**config.mk**
```make
export PLATFORM = sky130hd
export DESIGN_NAME = uart_core_param
export DESIGN_NICKNAME = d
export VERILOG_FILES = /design/src/rtl/uart_core_param.sv
export SDC_FILE = /design/constraint.sdc
export NUM_CORES = 1
export LEC_CHECK = 0
export CAP_MARGIN = 20
export CORE_MARGIN = 2
export CORE_UTILIZATION = 45
export CTS_CLUSTER_SIZE = 20
export DETAILED_ROUTE_END_ITERATION = 16
export DONT_BUFFER_PORTS = 1
export SLEW_MARGIN = 20
export SYNTH_ARGS = -nofsm -noshare
export SYNTH_HDL_FRONTEND = slang
export SYNTH_HIERARCHICAL = 1
export SYNTH_SLANG_ARGS = --single-unit
export TNS_END_PERCENT = 30
```
**constraint.sdc**
```tcl
create_clock -name clk -period 4.4 [get_ports clk]
set_input_delay 0.66 -clock clk [delete_from_list [all_inputs] [get_ports clk]]
set_output_delay 0.66 -clock clk [all_outputs]
set_load 0.03 [all_outputs]
```
**src/rtl/uart_core_param.sv**
```systemverilog
// UART core: TX and RX engines on one fractional baud generator, with TX/RX FIFOs and saturating error counters.
// Optional UART_LOOPBACK_EN adds lb_i, which feeds TX serial into RX and holds Tx_o high.

module uart_core_param_fifo #(
  parameter int W  = 8,
  parameter int AW = 4
) (
  input  logic         clk,
  input  logic         rst,
  input  logic         we_i,
  input  logic [W-1:0] wdata_i,
  input  logic         re_i,
  output logic [W-1:0] rdata_o,
  output logic         full_o,
  output logic         empty_o
);
  logic [W-1:0] mem_q [2**AW];
  logic [AW:0]  wp_q, rp_q;

  always_ff @(posedge clk) begin
    if (!rst) begin
      wp_q <= '0;
      rp_q <= '0;
    end else begin
      if (we_i) wp_q <= wp_q + 1'b1;
      if (re_i) rp_q <= rp_q + 1'b1;
    end
  end

  always_ff @(posedge clk) if (we_i) mem_q[wp_q[AW-1:0]] <= wdata_i;

  assign empty_o = (wp_q == rp_q);
  assign full_o  = (wp_q[AW-1:0] == rp_q[AW-1:0]) && (wp_q[AW] != rp_q[AW]);
  assign rdata_o = empty_o ? '0 : mem_q[rp_q[AW-1:0]];
endmodule

module uart_core_param #(
  parameter int DATA_W  = 8,
  parameter int FIFO_AW = 4,
  parameter int OVS     = 16,
  parameter int DIV_W   = 12
) (
  input  logic              clk,
  input  logic              rst,
  input  logic              p_We_i,
  input  logic [DIV_W-1:0]  div_i,
  input  logic [3:0]        frac_i,
  input  logic [3:0]        cfg_i,
  input  logic [DATA_W-1:0] data_i,
  input  logic              n_we_i,
  output logic              p_full_o,
  output logic [DATA_W-1:0] data_o,
  input  logic              n_rd_i,
  output logic              p_empty_o,
  output logic              p_tx_busy_o,
  output logic [7:0]        ParityErrNum_o,
  output logic [7:0]        FrameErrNum_o,
  output logic [7:0]        OverrunNum_o,
`ifdef UART_LOOPBACK_EN
  input  logic              lb_i,
`endif
  input  logic              Rx_i,
  output logic              Tx_o
);
  localparam int CW = $clog2(OVS);
  localparam int BW = $clog2(DATA_W);

  typedef enum logic [2:0] {S_IDLE, S_START, S_DATA, S_PAR, S_STOP1, S_STOP2, S_WAIT} st_e;

  logic [DIV_W-1:0] div_q, bcnt_q;
  logic [3:0]       frac_q, cfg_q, acc_q;
  logic             long_q, tick;
  logic [4:0]       acc_sum;
  logic [DIV_W:0]   bper;

  always_ff @(posedge clk) begin
    if (!rst) begin
      div_q  <= DIV_W'(16);
      frac_q <= '0;
      cfg_q  <= '0;
    end else if (p_We_i) begin
      div_q  <= div_i;
      frac_q <= frac_i;
      cfg_q  <= cfg_i;
    end
  end

  // Accumulator carry stretches the following tick period by one clock.
  assign acc_sum = {1'b0, acc_q} + {1'b0, frac_q};
  assign bper    = {1'b0, div_q} + {{DIV_W{1'b0}}, long_q} - {{DIV_W{1'b0}}, 1'b1};
  assign tick    = ({1'b0, bcnt_q} >= bper);

  always_ff @(posedge clk) begin
    if (!rst) begin
      bcnt_q <= '0;
      acc_q  <= '0;
      long_q <= 1'b0;
    end else if (tick) begin
      bcnt_q <= '0;
      acc_q  <= acc_sum[3:0];
      long_q <= acc_sum[4];
    end else begin
      bcnt_q <= bcnt_q + 1'b1;
    end
  end

  // ---------------- TX ----------------
  st_e              tx_st_q, tx_st_d;
  logic [CW-1:0]    tx_ovs_q;
  logic [BW-1:0]    tx_bit_q;
  logic [DATA_W-1:0] tx_sh_q, txf_data;
  logic [3:0]       tx_cfg_q;
  logic             tx_par_q, tx_end, tx_pop, tx_ser, txf_full, txf_empty;

  uart_core_param_fifo #(.W(DATA_W), .AW(FIFO_AW)) u_txf (
    .clk(clk), .rst(rst), .we_i(!n_we_i && !txf_full), .wdata_i(data_i),
    .re_i(tx_pop), .rdata_o(txf_data), .full_o(txf_full), .empty_o(txf_empty)
  );

  assign tx_end = tick && (tx_ovs_q == CW'(OVS-1));
  assign tx_pop = tick && !txf_empty &&
                  ((tx_st_q == S_IDLE) ||
                   (tx_end && ((tx_st_q == S_STOP2) || (tx_st_q == S_STOP1 && !tx_cfg_q[0]))));

  always_ff @(posedge clk) begin
    if (!rst) tx_st_q <= S_IDLE;
    else      tx_st_q <= tx_st_d;
  end

  always_comb begin
    tx_st_d = tx_st_q;
    case (tx_st_q)
      S_IDLE:  if (tx_pop) tx_st_d = S_START;
      S_START: if (tx_end) tx_st_d = S_DATA;
      S_DATA:  if (tx_end && tx_bit_q == BW'(DATA_W-1)) tx_st_d = tx_cfg_q[2] ? S_PAR : S_STOP1;
      S_PAR:   if (tx_end) tx_st_d = S_STOP1;
      S_STOP1: if (tx_end) tx_st_d = tx_cfg_q[0] ? S_STOP2 : (tx_pop ? S_START : S_IDLE);
      S_STOP2: if (tx_end) tx_st_d = tx_pop ? S_START : S_IDLE;
      default: tx_st_d = S_IDLE;
    endcase
  end

  always_comb begin
    tx_ser = 1'b1;
    case (tx_st_q)
      S_START: tx_ser = 1'b0;
      S_DATA:  tx_ser = tx_cfg_q[3] ? tx_sh_q[DATA_W-1] : tx_sh_q[0];
      S_PAR:   tx_ser = tx_par_q;
      default: tx_ser = 1'b1;
    endcase
  end

  always_ff @(posedge clk) begin
    if (!rst) begin
      tx_ovs_q <= '0; tx_bit_q <= '0; tx_sh_q <= '0; tx_cfg_q <= '0; tx_par_q <= 1'b0;
    end else if (tx_pop) begin
      tx_ovs_q <= '0;
      tx_bit_q <= '0;
      tx_sh_q  <= txf_data;
      tx_cfg_q <= cfg_q;
      tx_par_q <= (^txf_data) ^ cfg_q[1];
    end else if (tick && tx_st_q != S_IDLE) begin
      tx_ovs_q <= tx_end ? '0 : tx_ovs_q + 1'b1;
      if (tx_end && tx_st_q == S_DATA) begin
        tx_bit_q <= tx_bit_q + 1'b1;
        tx_sh_q  <= tx_cfg_q[3] ? {tx_sh_q[DATA_W-2:0], 1'b0} : {1'b0, tx_sh_q[DATA_W-1:1]};
      end
    end
  end

  assign p_tx_busy_o = (tx_st_q != S_IDLE) || !txf_empty;
  assign p_full_o    = txf_full;

  // ---------------- RX ----------------
  logic rx_src;
`ifdef UART_LOOPBACK_EN
  assign rx_src = lb_i ? tx_ser : Rx_i;
  assign Tx_o   = lb_i ? 1'b1 : tx_ser;
`else
  assign rx_src = Rx_i;
  assign Tx_o   = tx_ser;
`endif

  st_e               rx_st_q, rx_st_d;
  logic              rx_s1_q, rx_s2_q, rx_prev_q, rx_perr_q, rx_fall, rx_mid, rx_maj;
  logic [1:0]        rx_smp_q;
  logic [CW-1:0]     rx_ovs_q;
  logic [BW-1:0]     rx_bit_q;
  logic [DATA_W-1:0] rx_sh_q;
  logic [3:1]        rx_cfg_q;
  logic              rx_push, rx_pop, rx_ferr, rxf_full, rxf_empty;
  logic [7:0]        perr_q, ferr_q, ovr_q;

  assign rx_fall = rx_prev_q && !rx_s2_q;
  // Decision on the third of three consecutive samples centred on mid-bit.
  assign rx_mid  = tick && (rx_ovs_q == CW'(OVS/2+1));
  assign rx_maj  = (rx_smp_q[1] & rx_smp_q[0]) | (rx_smp_q[1] & rx_s2_q) | (rx_smp_q[0] & rx_s2_q);

  always_ff @(posedge clk) begin
    if (!rst) rx_st_q <= S_IDLE;
    else      rx_st_q <= rx_st_d;
  end

  always_comb begin
    rx_st_d = rx_st_q;
    case (rx_st_q)
      S_IDLE:  if (rx_fall) rx_st_d = S_START;
      S_START: if (rx_mid) rx_st_d = rx_maj ? S_IDLE : S_DATA;
      S_DATA:  if (rx_mid && rx_bit_q == BW'(DATA_W-1)) rx_st_d = rx_cfg_q[2] ? S_PAR : S_STOP1;
      S_PAR:   if (rx_mid) rx_st_d = S_STOP1;
      S_STOP1: if (rx_mid) rx_st_d = rx_maj ? S_IDLE : S_WAIT;
      S_WAIT:  if (rx_s2_q) rx_st_d = S_IDLE;
      default: rx_st_d = S_IDLE;
    endcase
  end

  always_comb begin
    rx_push = (rx_st_q == S_STOP1) && rx_mid && rx_maj;
    rx_ferr = (rx_st_q == S_STOP1) && rx_mid && !rx_maj;
  end

  always_ff @(posedge clk) begin
    if (!rst) begin
      rx_s1_q <= 1'b1; rx_s2_q <= 1'b1; rx_prev_q <= 1'b1; rx_smp_q <= 2'b11;
      rx_ovs_q <= '0; rx_bit_q <= '0; rx_sh_q <= '0; rx_cfg_q <= '0; rx_perr_q <= 1'b0;
    end else begin
      rx_s1_q   <= rx_src;
      rx_s2_q   <= rx_s1_q;
      rx_prev_q <= rx_s2_q;
      if (tick) rx_smp_q <= {rx_smp_q[0], rx_s2_q};
      if (rx_st_q == S_IDLE && rx_fall) begin
        rx_ovs_q  <= '0;
        rx_bit_q  <= '0;
        rx_cfg_q  <= cfg_q[3:1];
        rx_perr_q <= 1'b0;
      end else if (tick) begin
        rx_ovs_q <= (rx_ovs_q == CW'(OVS-1)) ? '0 : rx_ovs_q + 1'b1;
        if (rx_mid && rx_st_q == S_DATA) begin
          rx_bit_q <= rx_bit_q + 1'b1;
          rx_sh_q  <= rx_cfg_q[3] ? {rx_sh_q[DATA_W-2:0], rx_maj} : {rx_maj, rx_sh_q[DATA_W-1:1]};
        end
        if (rx_mid && rx_st_q == S_PAR) rx_perr_q <= rx_maj ^ (^rx_sh_q) ^ rx_cfg_q[1];
      end
    end
  end

  assign rx_pop = !n_rd_i && !rxf_empty;

  uart_core_param_fifo #(.W(DATA_W), .AW(FIFO_AW)) u_rxf (
    .clk(clk), .rst(rst), .we_i(rx_push && (!rxf_full || rx_pop)), .wdata_i(rx_sh_q),
    .re_i(rx_pop), .rdata_o(data_o), .full_o(rxf_full), .empty_o(rxf_empty)
  );

  always_ff @(posedge clk) begin
    if (!rst) begin
      perr_q <= '0; ferr_q <= '0; ovr_q <= '0;
    end else begin
      if (rx_push && rx_perr_q && perr_q != 8'hFF) perr_q <= perr_q + 1'b1;
      if (rx_ferr && ferr_q != 8'hFF) ferr_q <= ferr_q + 1'b1;
      if (rx_push && rxf_full && !rx_pop && ovr_q != 8'hFF) ovr_q <= ovr_q + 1'b1;
    end
  end

  assign p_empty_o      = rxf_empty;
  assign ParityErrNum_o = perr_q;
  assign FrameErrNum_o  = ferr_q;
  assign OverrunNum_o   = ovr_q;
endmodule

```
# [After elaboration in Yosys (flattened, before gate mapping)]
# Memories as Yosys holds them, arrays and structs flattened. A register that Yosys moved wholly into a read port is not among the register bits.
# Index checks and enable logic that the tools add are counted.
[totals] regBits=131 latchBits=0 ram_bits=256 rom_bits=0 output_inout_bits=36 elab_cells=191 n_memories=2
[op_classes] add_sub_neg=15 mul=0 div=0 order_cmp=1 n_eq_ne=36 shifts=0 n_mux=39 bitwise=10 reduce_logical=59
[mem_list] name="u_rxf.mem_q" words=16 width=8 rd=1 rd_clocked_by_memory_dff=1 write_ports=1 line_no="17" text="logic [W-1:0] mem_q [2**AW];"
[mem_list] name="u_txf.mem_q" words=16 width=8 rd=1 rd_clocked_by_memory_dff=1 write_ports=1 line_no="17"
[op_table] cell="two-way mux 8 bit" count=7
[op_table] cell="two-way mux 3 bit" count=16
[op_table] cell="case mux 3 bit (6 select lines)" count=2
[op_table] cell="logical AND 1 bit" count=28
[op_table] cell="adder 8 x 1 -> 8 bit (second input constant)" count=3
[op_table] cell="two-way mux 4 bit" count=6
[op_table] cell="!= test 2 bit (second input constant)" count=12
[op_table] cell="!= test 8 bit (second input constant)" count=3
[op_table] cell="adder 5 x 1 -> 5 bit (second input constant)" count=4
[op_table] cell="== test 3 bit (second input constant)" count=6
[op_table] cell="parity 8 bit" count=2
[op_table] cell="adder 12 x 1 -> 13 bit" count=1
[op_table] cell="greater-or-equal comparator 12 x 13 -> 1 bit" count=1
[op_table] cell="subtractor 13 x 1 -> 13 bit (second input constant)" count=1
[op_table] cell="adder 12 x 1 -> 12 bit (second input constant)" count=1
[op_table] cell="== test 3 x 2 -> 1 bit (second input constant)" count=4
[op_table] cell="== test 4 bit (second input constant)" count=3
[op_table] cell="AND reduction 6 bit" count=2
[op_table] cell="== test 5 bit" count=2
[op_table] cell="zero test 1 bit" count=10
[op_table] cell="adder 4 x 1 -> 4 bit (second input constant)" count=2
[op_table] cell="== test 4 bit" count=2
[op_table] cell="AND reduction 2 bit" count=4
[op_table] cell="adder 3 x 1 -> 3 bit (second input constant)" count=2
[op_table] cell="other kinds (16)" count=36

# [Longest topological paths before layout]
# Gate-level depths: netlist (run 1).
[logic_depth] ltp_word=11 mapped_depth=18 depth_no_buf=16

# [Hierarchy]
# Netlist (run 1), hierarchy kept.
[by_module_without_submodules] mod="uart_core_param_fifo" n_inst=2 cells_each=298 area_per_inst_um2=5688.0 seq_area_each_um2=4124.0
[by_module_without_submodules] mod="uart_core_param" n_inst=1 cells_each=652 area_per_inst_um2=5944.5 seq_area_each_um2=2202.1

# [Worst setup path after synthesis (run 1)]
# No wires, ideal clock.
[synth_timing] path_kind="register to register" start="register div_q[0]" end="memory u_rxf.mem_q[3][0] (enable)" arrival_time_ns=3.349 t_required_ns=4.068 slack_ns=0.719 path_stages_with_launch=16 n_path_buf=2 path_cell_list="dfxtp_1 inv_1 ha_1 nor4b_4 nand4b_2 xor2_1 ha_1 o21ai_0 o21bai_1 o21a_1 nand2_2 buf_4 nor3_1 clkbuf_1 nor3b_1 and2_1"
[synth_via] elab_chain_len=9
[synth_rtl] item="start: declaration" line_no="70" text="logic [DIV_W-1:0] div_q, bcnt_q;"
[synth_rtl] item="start signal: assignment" line_no="82" text="div_q <= div_i;"
[synth_rtl] item="adder 12 x 1 -> 13 bit" line_no="90" text="assign bper = {1'b0, div_q} + {{DIV_W{1'b0}}, long_q} - {{DIV_W{1'b0}}, 1'b1};"
[synth_rtl] item="subtractor 13 x 1 -> 13 bit" line_no="90"
[synth_rtl] item="greater-or-equal comparator 12 x 13 -> 1 bit" line_no="91" text="assign tick = ({1'b0, bcnt_q} >= bper);"
[synth_rtl] item="logical AND 1 bit" line_no="196" text="assign rx_mid = tick && (rx_ovs_q == CW'(OVS/2+1));"
[synth_rtl] item="logical AND 1 bit (2 in a row)" line_no="218" text="rx_push = (rx_st_q == S_STOP1) && rx_mid && rx_maj;"
[synth_rtl] item="logical AND 1 bit" line_no="250" text=".clk(clk), .rst(rst), .we_i(rx_push && (!rxf_full || rx_pop)), .wdata_i(rx_sh_q),"
[synth_rtl] item="two-way mux 1 bit" line_no="30" text="always_ff @(posedge clk) if (we_i) mem_q[wp_q[AW-1:0]] <= wdata_i;"
[synth_rtl] item="two-way mux 1 bit (implied by the code)" line_no="30"
[synth_rtl] item="end: declaration" line_no="17"
# Every way passes these cells.

# [Worst setup path in the final report (run 1)]
[layout_timing] start="register long_q" end="memory u_rxf.mem_q[3][2] (enable)"
[layout_via] elab_chain_len=9
[layout_rtl] item="start: declaration" line_no="72" text="logic long_q, tick;"
[layout_rtl] item="start signal: assignment" line_no="101" text="long_q <= acc_sum[4];"
[layout_rtl] item="adder 12 x 1 -> 13 bit" line_no="90"
[layout_rtl] item="subtractor 13 x 1 -> 13 bit" line_no="90"
[layout_rtl] item="greater-or-equal comparator 12 x 13 -> 1 bit" line_no="91"
[layout_rtl] item="logical AND 1 bit" line_no="196"
[layout_rtl] item="logical AND 1 bit (2 in a row)" line_no="218"
[layout_rtl] item="logical AND 1 bit" line_no="250"
[layout_rtl] item="two-way mux 1 bit" line_no="30"
[layout_rtl] item="two-way mux 1 bit (implied by the code)" line_no="30"
# Every way passes these cells.

==> results of run 1 <==
power by group through the flow:
stage               clock (mW)  combinational (mW)  sequential [mW]
finish                    3.46               0.269             3.98
CTS                       3.56               0.270             3.98
global route              3.72               0.302             3.98
detailed placement           0               0.268             4.06
global placement             0               0.265             4.06
floorplan                    0               0.235             4.05
sequential cells by signal (all words and copies together), names as in the netlist, 8 cells and up, named ones only:
name	count
u_rxf/mem_q	128
u_txf/mem_q	128
bcnt_q	12
div_q	12
FrameErrNum_o	8
OverrunNum_o	8
ParityErrNum_o	8
rx_sh_q	8
tx_sh_q	8
through the flow:
| stage | setup WS (ps) | area, sq um | util |
|---|---|---|---|
| 6_report | 457.5 | 19120 | 0.5065 |
| 2_1_floorplan | 719.0 | 17320 | - |
| 5_1_grt | 52.31 | 19120 | 0.5065 |
| 3_3_place_gp | 406.1 | 17740 | 0.4699 |
| 3_5_place_dp | 291.8 | 17740 | 0.4699 |
| 4_1_cts | 256.6 | 19110 | 0.5063 |
synth_stat cells (3+ instances only):
master    number  share of area
nor3b_1        5         0.0022
edfxtp_1     256           0.44
mux2_2        20          0.013
buf_6         10         0.0065
ha_1          39          0.028
a31oi_1        5         0.0018
mux4_2        32          0.042
or3_1          5         0.0018
o22ai_1        7         0.0025
a21o_1         3         0.0013
and3_1        16         0.0058
and4_1         4         0.0020
a211oi_2      10         0.0072
nor4_1         6         0.0022
nor2_1        96          0.021
o21ai_1        3        0.00087
inv_1         25         0.0054
nand2b_1      10         0.0036
a21oi_1       32         0.0092
o21ai_0       27         0.0078
mux4_1        18          0.027
nor2b_1       16         0.0058
nand4_1       15         0.0054
buf_4          9         0.0039
buf_2          8         0.0023
and3b_1        3         0.0015
nor3_1        14         0.0040
nand2_1       69          0.015
a221oi_1      14         0.0071
mux2i_1       92          0.053
dfxtp_1      138           0.16
nand3_1       27         0.0078
clkbuf_1      23         0.0050
xnor2_1       54          0.027
xor2_1        24          0.012
and2_1        55          0.020
a211oi_1       7         0.0030
routing by layer:
metal	wire length, microns	part of all wire	up-vias
li1	-	-	4707
met1	16010	0.44	4933
met2	17790	0.49	173
met3	1587	0.044	56
met4	769	0.021	0
met5	0	0	-
repair_timing:
action / 4_1_cts / 5_1_grt
endpoints found under the setup margin: 0 / 32
hold endpoints to repair: 0 / 0
resized for setup: 0 / 1
critical path, stage by stage, from the launching register on:
cell and delay (ps):
dfxtp_1 290, inv_1 90, ha_1 210, nor4b_4 360
nand4b_2 250, xor2_1 200, ha_1 290, o21ai_0 70
o21bai_1 240, o21a_1 310, nand2_2 110, nor3_1 230
buf_4 200, nor3b_2 330, and2_1 410
how the worst max path moves through the flow:
stage / slack [ps] / cells past startpoint / endpoint / start
2_1_floorplan: 720 / 15 / u_rxf/mem_q[3][0] / div_q[0]
3_3_place_gp: 410 / 14 / u_rxf/mem_q[2][3] / long_q
3_5_place_dp: 290 / 14 / u_rxf/mem_q[3][0] / long_q
4_1_cts: 260 / 14 / u_rxf/mem_q[3][4] / long_q
5_1_grt: 50 / 15 / u_rxf/mem_q[7][2] / long_q
6_report: 460 / 14 / u_rxf/mem_q[3][2] / long_q
layout make-up:
class                   instances  area (sq um)
clock buffers                  48          1104
clock inverters                28         269.0
fillers                      3229         18630
inverters                      25         96.34
multi-input cells             776          6434
flip-flops and latches        394         10450
well taps                     511         639.4
repair buffers                 17         127.6
cells by family after synthesis:
logic type / count (synthesis)
flops: 394
simple gates: 361
fa+ha+maj: 41
buf+inv: 78
mux: 162
compound gates: 134
xor+xnor: 78
==> results.toml, run 1 <==
[setup_path]
end_kind = "register"
crit_type = "reg2reg"
crit_required_ps = 4610
critPathMaxFanout = 8
r2r-start = "long_q"
cp.arrival_ps = 4150
cp-start-kind = "register"
rrSetupSlack_ps = 460
r2r-end = "u_rxf/mem_q[3][2]"
worst_r2r_path_depth = 14

[global_route]
grt_pass1_vias = 9988
grt_pass1_wl_mm = 56.95
grt_usage = 0.1809
globalRoute.totalOverflow = 0
grt_util_met1 = 0.2356
grtUsageMet3 = 0.03189
antenna_found_initial = 0
grt_use_met2 = 0.3098
top_usage_layer = "met2"
grt_max_degree = 61

[clocking]
clkTransAtPathRegs_ps = 60
cts_tree = "done"
htreeDepth = 2
post_cts_buffers = 0
root_buffer = "clkbuf_16"
clock_latency_ps = 560
hold_buffers = 0
clk_path_buf_depth = 3
numClockSinks = 394
cts_buffers = 42

[timing]
hold_viol_final = 0
fin_setup_tns_ps = 0
slew_headroom = 0.2812
report.final.setup_viol = 0
whs_ps = 174.9
rsz0062_at_grt = "no"
worst_pin_slew_ps = 1078
fin_skew_ps = 21.52
period_share = 0.8960
period_needed_ps = 3942
slew_viol_final = 0
fmax_mhz = 253.6

[die]
coreArea_sq_mm = 0.03776
die-area_sq_mm = 0.04007
die_y_microns = 200.2
design.portCount = 70
initial_core_util = 0.4588
rows = 71
die_x_microns = 200.2

[placed_design]
hpwl_mm = 23.60
dp_cells = 1723
io_buffers = 0
place_congestion = 0.8023

[drt]
postRouteAntennaNets = 0
viasPerCell = 5.486
drtIter0Drc = 652
vias = 9869
post_drt_wl_per_cell_microns = 20.10
totalWireLength_mm = 36.16
firstDrtPassIters = 5
drc = 0

[power_and_ir_drop]
swShare = 0.2153
p_sw_mw = 1.660
pwr-share-clk = 0.449
seqPwrFrac = 0.516
p_leak_nw = 6.480
power_mw = 7.710
combPwrFrac = 0.035
power.density_mw_per_mm2 = 403.2
vdd_drop_max_mv = 0.2916
p_int_mw = 6.050

[status]
status = "finished, final reports clean"

[cells_and_area]
final_cells = 1799
num-nets-final = 1330
layout_commonest_cell = "edfxtp_1"
drive_gt1_frac = 0.1328
antenna_cells = 0
layout_common_cells = "256 x edfxtp_1, 135 x dfxtp_1, 95 x nor2_1"
area_growth_syn_to_layout_pct = 10.41

[synth]
yosysUniqueCellTypes = 78
yosys.area_share.adder = 0.02998
syn_avg_cell_area_sq_um = 13.88
synth_xor_xnor_area_share = 0.03944
synth_edf_count = 256
ys_ff_latch = 394
synth_nets = 1322
ys_seq_area_frac = 0.6033
syn_inst = 1248
yosysWarnings = 6
ys.flop_type = "edfxtp_1"
async_reset_ff_frac = 0
synth_top_family_by_area = "multiplexers"
syn-cell-area_sq_mm = 0.01732
synth_mux_area_frac = 0.1351
synth_compound_area_frac = 0.05548
yosys.area_share.simple = 0.1110

[hold_path]
hold_class = "in2reg"
whs_endpoint = "div_q[4]"
min_from = "rst"
hold_path_depth = 1

[job]
maxCapViolCount = 0
No activity file was read; power rests on OpenSTA's default activity.
==> inputs of run 2 (changes only) <==
--- a/config.mk
+++ b/config.mk
@@ -8,9 +8,11 @@
 export CAP_MARGIN = 20
 export CORE_MARGIN = 2
 export CORE_UTILIZATION = 45
+export CTS_CLUSTER_DIAMETER = 40
 export CTS_CLUSTER_SIZE = 20
 export DETAILED_ROUTE_END_ITERATION = 16
 export DONT_BUFFER_PORTS = 1
+export GPL_ROUTABILITY_DRIVEN = 0
 export SLEW_MARGIN = 20
 export SYNTH_ARGS = -nofsm -noshare
 export SYNTH_HDL_FRONTEND = slang
==> results.toml, run 2 (synthesis results as in run 1) <==
[setup_path]
end_kind = "register"
max_stage_delay_ps = 410
cp.arrival_ps = 4130
worst_r2r_path_depth = 14
crit_required_ps = 4630
crit_type = "reg2reg"
cp-start-kind = "register"
worstPathCellList = "inv_1, ha_1, nor4b_4, nand4b_2, xor2_1, ha_1, o21ai_0, o21bai_1, o21a_1, nand2_2, nor3_1, buf_4, nor3b_2, and2_1"
r2r-start = "long_q"
rrSetupSlack_ps = 500
critPathTopFamily = "simple AND/OR/NAND/NOR gates"
path_common_cell = "ha_1"
crit_buf_inv = 2
critPathMaxFanout = 8
r2r-end = "u_rxf/mem_q[2][3]"
cp.depth = 14
cpMaxStageDelayCell = "and2_1"

[power_and_ir_drop]
vdd_drop_max_mv = 0.3104
p_leak_nw = 6.645
power.density_mw_per_mm2 = 428.6

[hold_path]
hold_class = "in2reg"
whs_endpoint = "div_q[4]"
hold_path_depth = 1
min_from = "rst"

[timing]
report.final.setup_viol = 0
rsz0062_at_grt = "no"
hold_viol_final = 0
slew_headroom = 0.2841
worst_pin_slew_ps = 1074
fin_setup_tns_ps = 0
period_share = 0.8873
fmax_mhz = 256.1
fin_skew_ps = 27.35
slew_viol_final = 0
period_needed_ps = 3904

[drt]
postRouteAntennaNets = 0
drc = 0
viasPerCell = 5.474
post_drt_wl_per_cell_microns = 19.88
firstDrtPassIters = 5
drtIter0Drc = 772
vias = 9941
totalWireLength_mm = 36.10

[global_route]
antenna_found_initial = 0
grt_max_degree = 61
grt_pass1_vias = 10047
grt_usage = 0.1819
grt_pass1_wl_mm = 57.01
globalRoute.totalOverflow = 0

[cells_and_area]
postLayoutCellArea_sq_mm = 0.01946
layout_commonest_cell = "edfxtp_1"
area_growth_syn_to_layout_pct = 12.37
antenna_cells = 0
layout_common_cells = "256 x edfxtp_1, 135 x dfxtp_1, 95 x nor2_1"
num-nets-final = 1338
num-fill-cells = 3212
final_core_util = 0.5155
drive_gt1_frac = 0.1494

[placed_design]
dpl_cell_area_sq_mm = 0.01774
hpwl_mm = 23.60
io_buffers = 0

[die]
initial_core_util = 0.4588
die_x_microns = 200.2
coreArea_sq_mm = 0.03776
die_y_microns = 200.2
rows = 71
die-area_sq_mm = 0.04007
design.portCount = 70

[clocking]
cts_tree = "done"
cts_buffers = 50
hold_buffers = 0
numClockSinks = 394
clock_latency_ps = 580
root_buffer = "clkbuf_16"
clkTransAtPathRegs_ps = 50
htreeDepth = 2
clk_path_buf_depth = 3

[status]
status = "finished, final reports clean"

[job]
maxCapViolCount = 0
[run 2: where the power goes]
| part | internal [mW] | switching [mW] | total (mW) |
|---|---|---|---|
| logic | 0.102 | 0.165 | 0.268 |
| clock network | 2.39 | 1.71 | 4.09 |
| registers | 3.95 | 0.0316 | 3.98 |
| total | 6.44 | 1.90 | 8.34 |
[run 2: worst max path at each step]
stage | startpoint | slack (ps) | endpoint
after CTS | long_q | 290 | u_rxf/mem_q[1][7]
after global placement | long_q | 410 | u_rxf/mem_q[2][3]
after detailed placement | long_q | 290 | u_rxf/mem_q[3][0]
after global routing | long_q | 50 | u_rxf/mem_q[7][1]
after floorplan | div_q[0] | 720 | u_rxf/mem_q[3][0]
final | long_q | 500 | u_rxf/mem_q[2][3]
[run 2: what timing repair did]
| action | 4_1_cts | 5_1_grt |
|---|---|---|
| setup buffers | 0 | 0 |
| endpoints found under the setup margin | 0 | 32 |
| resized for setup | 0 | 1 |
[run 2: final cells by class]
class	count	area, sq um	share of cell area
Inverter	25	96.34	0.004950
Multi-Input combinational cell	776	6434	0.3306
Tap cell	511	639.4	0.03285
Clock inverter	37	376.6	0.01935
Sequential cell	394	10450	0.5371
Timing Repair Buffer	17	127.6	0.006557
Clock buffer	56	1335	0.06860
[run 2: stage by stage]
step / hold WS (ps) / power, mW / instances / setup WS, ps
5_1_grt: 125.9 / 8.646 / 1816 / 54.95
3_5_place_dp: 400.9 / 4.329 / 1723 / 291.8
3_3_place_gp: 399.3 / 4.325 / 1723 / 406.1
2_1_floorplan: 386.3 / 4.282 / 1248 / 719.0
6_report: 163.6 / 8.341 / 1816 / 495.9
4_1_cts: 133.9 / 8.448 / 1816 / 286.8
[run 2: metal layers]
metal | global-route usage | share of wire
met1 | 0.2338 | 0.44
met2 | 0.3094 | 0.49
met3 | 0.03938 | 0.052
met4 | 0.05357 | 0.021
met5 | 0 | 0
==> inputs of run 3 (changes only) <==
==> constraint.sdc (replaced) <==
create_clock -name clk -period 3.47 [get_ports clk]
set_input_delay 0.5205 -clock clk [delete_from_list [all_inputs] [get_ports clk]]
set_output_delay 0.5205 -clock clk [all_outputs]
set_load 0.03 [all_outputs]
==> results.toml, run 3 (synthesis results as in run 1) <==
[status]
status = "finished, final reports clean"

[die]
die_y_microns = 200.2
die-area_sq_mm = 0.04007
rows = 71
initial_core_util = 0.4588
design.portCount = 70
coreArea_sq_mm = 0.03776
die_x_microns = 200.2

[power_and_ir_drop]
power.density_mw_per_mm2 = 539.3
combPwrFrac = 0.039
p_int_mw = 8.370
p_leak_nw = 7.005
p_sw_mw = 2.506
swShare = 0.2304
seqPwrFrac = 0.464
pwr-share-clk = 0.496
vdd_drop_max_mv = 0.4624

[drt]
firstDrtPassIters = 4
drc = 0
viasPerCell = 5.387
vias = 10150
postRouteAntennaNets = 0
totalWireLength_mm = 37.51
post_drt_wl_per_cell_microns = 19.91
drtIter0Drc = 616

[cells_and_area]
regArea_sq_mm = 0.01045
multi_input_area_sq_mm = 0.006497
num-nets-final = 1404
layout_commonest_cell = "edfxtp_1"
final_cells = 1884
area_growth_syn_to_layout_pct = 16.43
antenna_cells = 0
num-fill-cells = 3128
layout_common_cells = "256 x edfxtp_1, 135 x dfxtp_1, 94 x nor2_1"
drive_gt1_frac = 0.1886

[setup_path]
r2r-start = "div_q[0]"
crit_required_ps = 3800
cp.depth = 15
cpMaxStageDelayCell = "a221o_2"
r2r-end = "u_rxf/mem_q[8][1]"
crit_type = "reg2reg"
cp-endpoint = "u_rxf/mem_q[8][1]"
worstPathCellList = "inv_1, ha_2, nor4b_4, buf_4, nand3_1, xor2_1, ha_1, a21o_1, a211o_1, a221o_2, nand2_4, nor3_1, buf_4, and3b_2, and2_4"
max_stage_delay_ps = 350
end_kind = "register"
path_common_cell = "buf_4"
worst_r2r_path_depth = 15
cp-start-kind = "register"
critPathMaxFanout = 8
timing.critical_path.from = "div_q[0]"
cp.arrival_ps = 3680
crit_buf_inv = 3
rrSetupSlack_ps = 120
critPathTopFamily = "simple AND/OR/NAND/NOR gates"

[placed_design]
hpwl_mm = 23.82
dp_cells = 1756
preCtsSetupSlack_ps = -174.7
io_buffers = 0

[hold_path]
hold_class = "in2reg"
min_from = "data_i[0]"

[global_route]
globalRoute.totalOverflow = 0
grt_pass1_wl_mm = 58.04
grt_max_degree = 58
grt_pass1_vias = 10116
antenna_found_initial = 0
grt_usage = 0.1857

[clocking]
clkTransAtPathRegs_ps = 50
numClockSinks = 394
cts_buffers = 52
htreeDepth = 2
clock_latency_ps = 600
root_buffer = "clkbuf_16"
clk_path_buf_depth = 3
cts_tree = "done"

[timing]
fin_setup_tns_ps = 0
slew_viol_final = 0
period_needed_ps = 3347
report.final.setup_viol = 0
hold_viol_final = 0
period_share = 0.9645
fin_skew_ps = 39.55
fmax_mhz = 298.8
worst_pin_slew_ps = 698.2
slew_headroom = 0.5345
fin_ws_ps = 123.1
rsz0062_at_grt = "yes"

[job]
maxCapViolCount = 0
[run 3: what timing repair did]
item / in CTS / in global routing
hold buffers: 12 / 9
setup buffers: 0 / 9
pin swaps: 2 / 1
cloned: 0 / 1
gates resized for setup: 7 / 23
setup endpoints to repair: 73 / 179
hold endpoints to repair: 97 / 25
[run 3: stage by stage]
stage          power (mW)  utilization  instance area, sq um  hold WS (ps)
2_1_floorplan       5.430            -                 17330         386.3
6_report            10.88       0.5342                 20170         45.91
3_3_place_gp        5.517       0.4773                 18020         399.0
5_1_grt             11.26       0.5342                 20170         5.351
4_1_cts             10.97       0.5286                 19960       0.05801
3_5_place_dp        5.523       0.4773                 18020         411.5
[run 3: worst min-delay path by stage]
stage,endpoint,slack [ps],depth (start not counted)
floorplan,rx_s2_q,390,1
global placement,rx_s2_q,400,1
detailed placement,rx_s2_q,410,1
CTS,u_txf/mem_q[10][6],0.06,0
global route,u_txf/mem_q[0][0],5,0
finish,u_txf/mem_q[0][0],50,0
[run 3: final cells by class]
| class | count | share of cell area |
|---|---|---|
| timing repair buffer | 80 | 0.03363 |
| tap | 511 | 0.03170 |
| clock inverter | 38 | 0.02314 |
| sequential | 394 | 0.5184 |
| multi-input combinational | 777 | 0.3222 |
| inverter | 25 | 0.004653 |
| clock buffer | 59 | 0.06632 |
[run 3: power by group through the flow]
stage	registers (mW)	clock network, mW	logic, mW
global placement	5.15	0	0.370
floorplan	5.13	0	0.299
finish	5.05	5.40	0.429
global route	5.05	5.74	0.474
detailed placement	5.15	0	0.375
CTS	5.05	5.52	0.407
[run 3: metal layers]
layer	part of all wire	routed length, microns	global-route usage
met5	0	0	0
met4	0.019	704	0.04664
met3	0.048	1798	0.03905
met2	0.49	18550	0.3149
met1	0.44	16460	0.2438
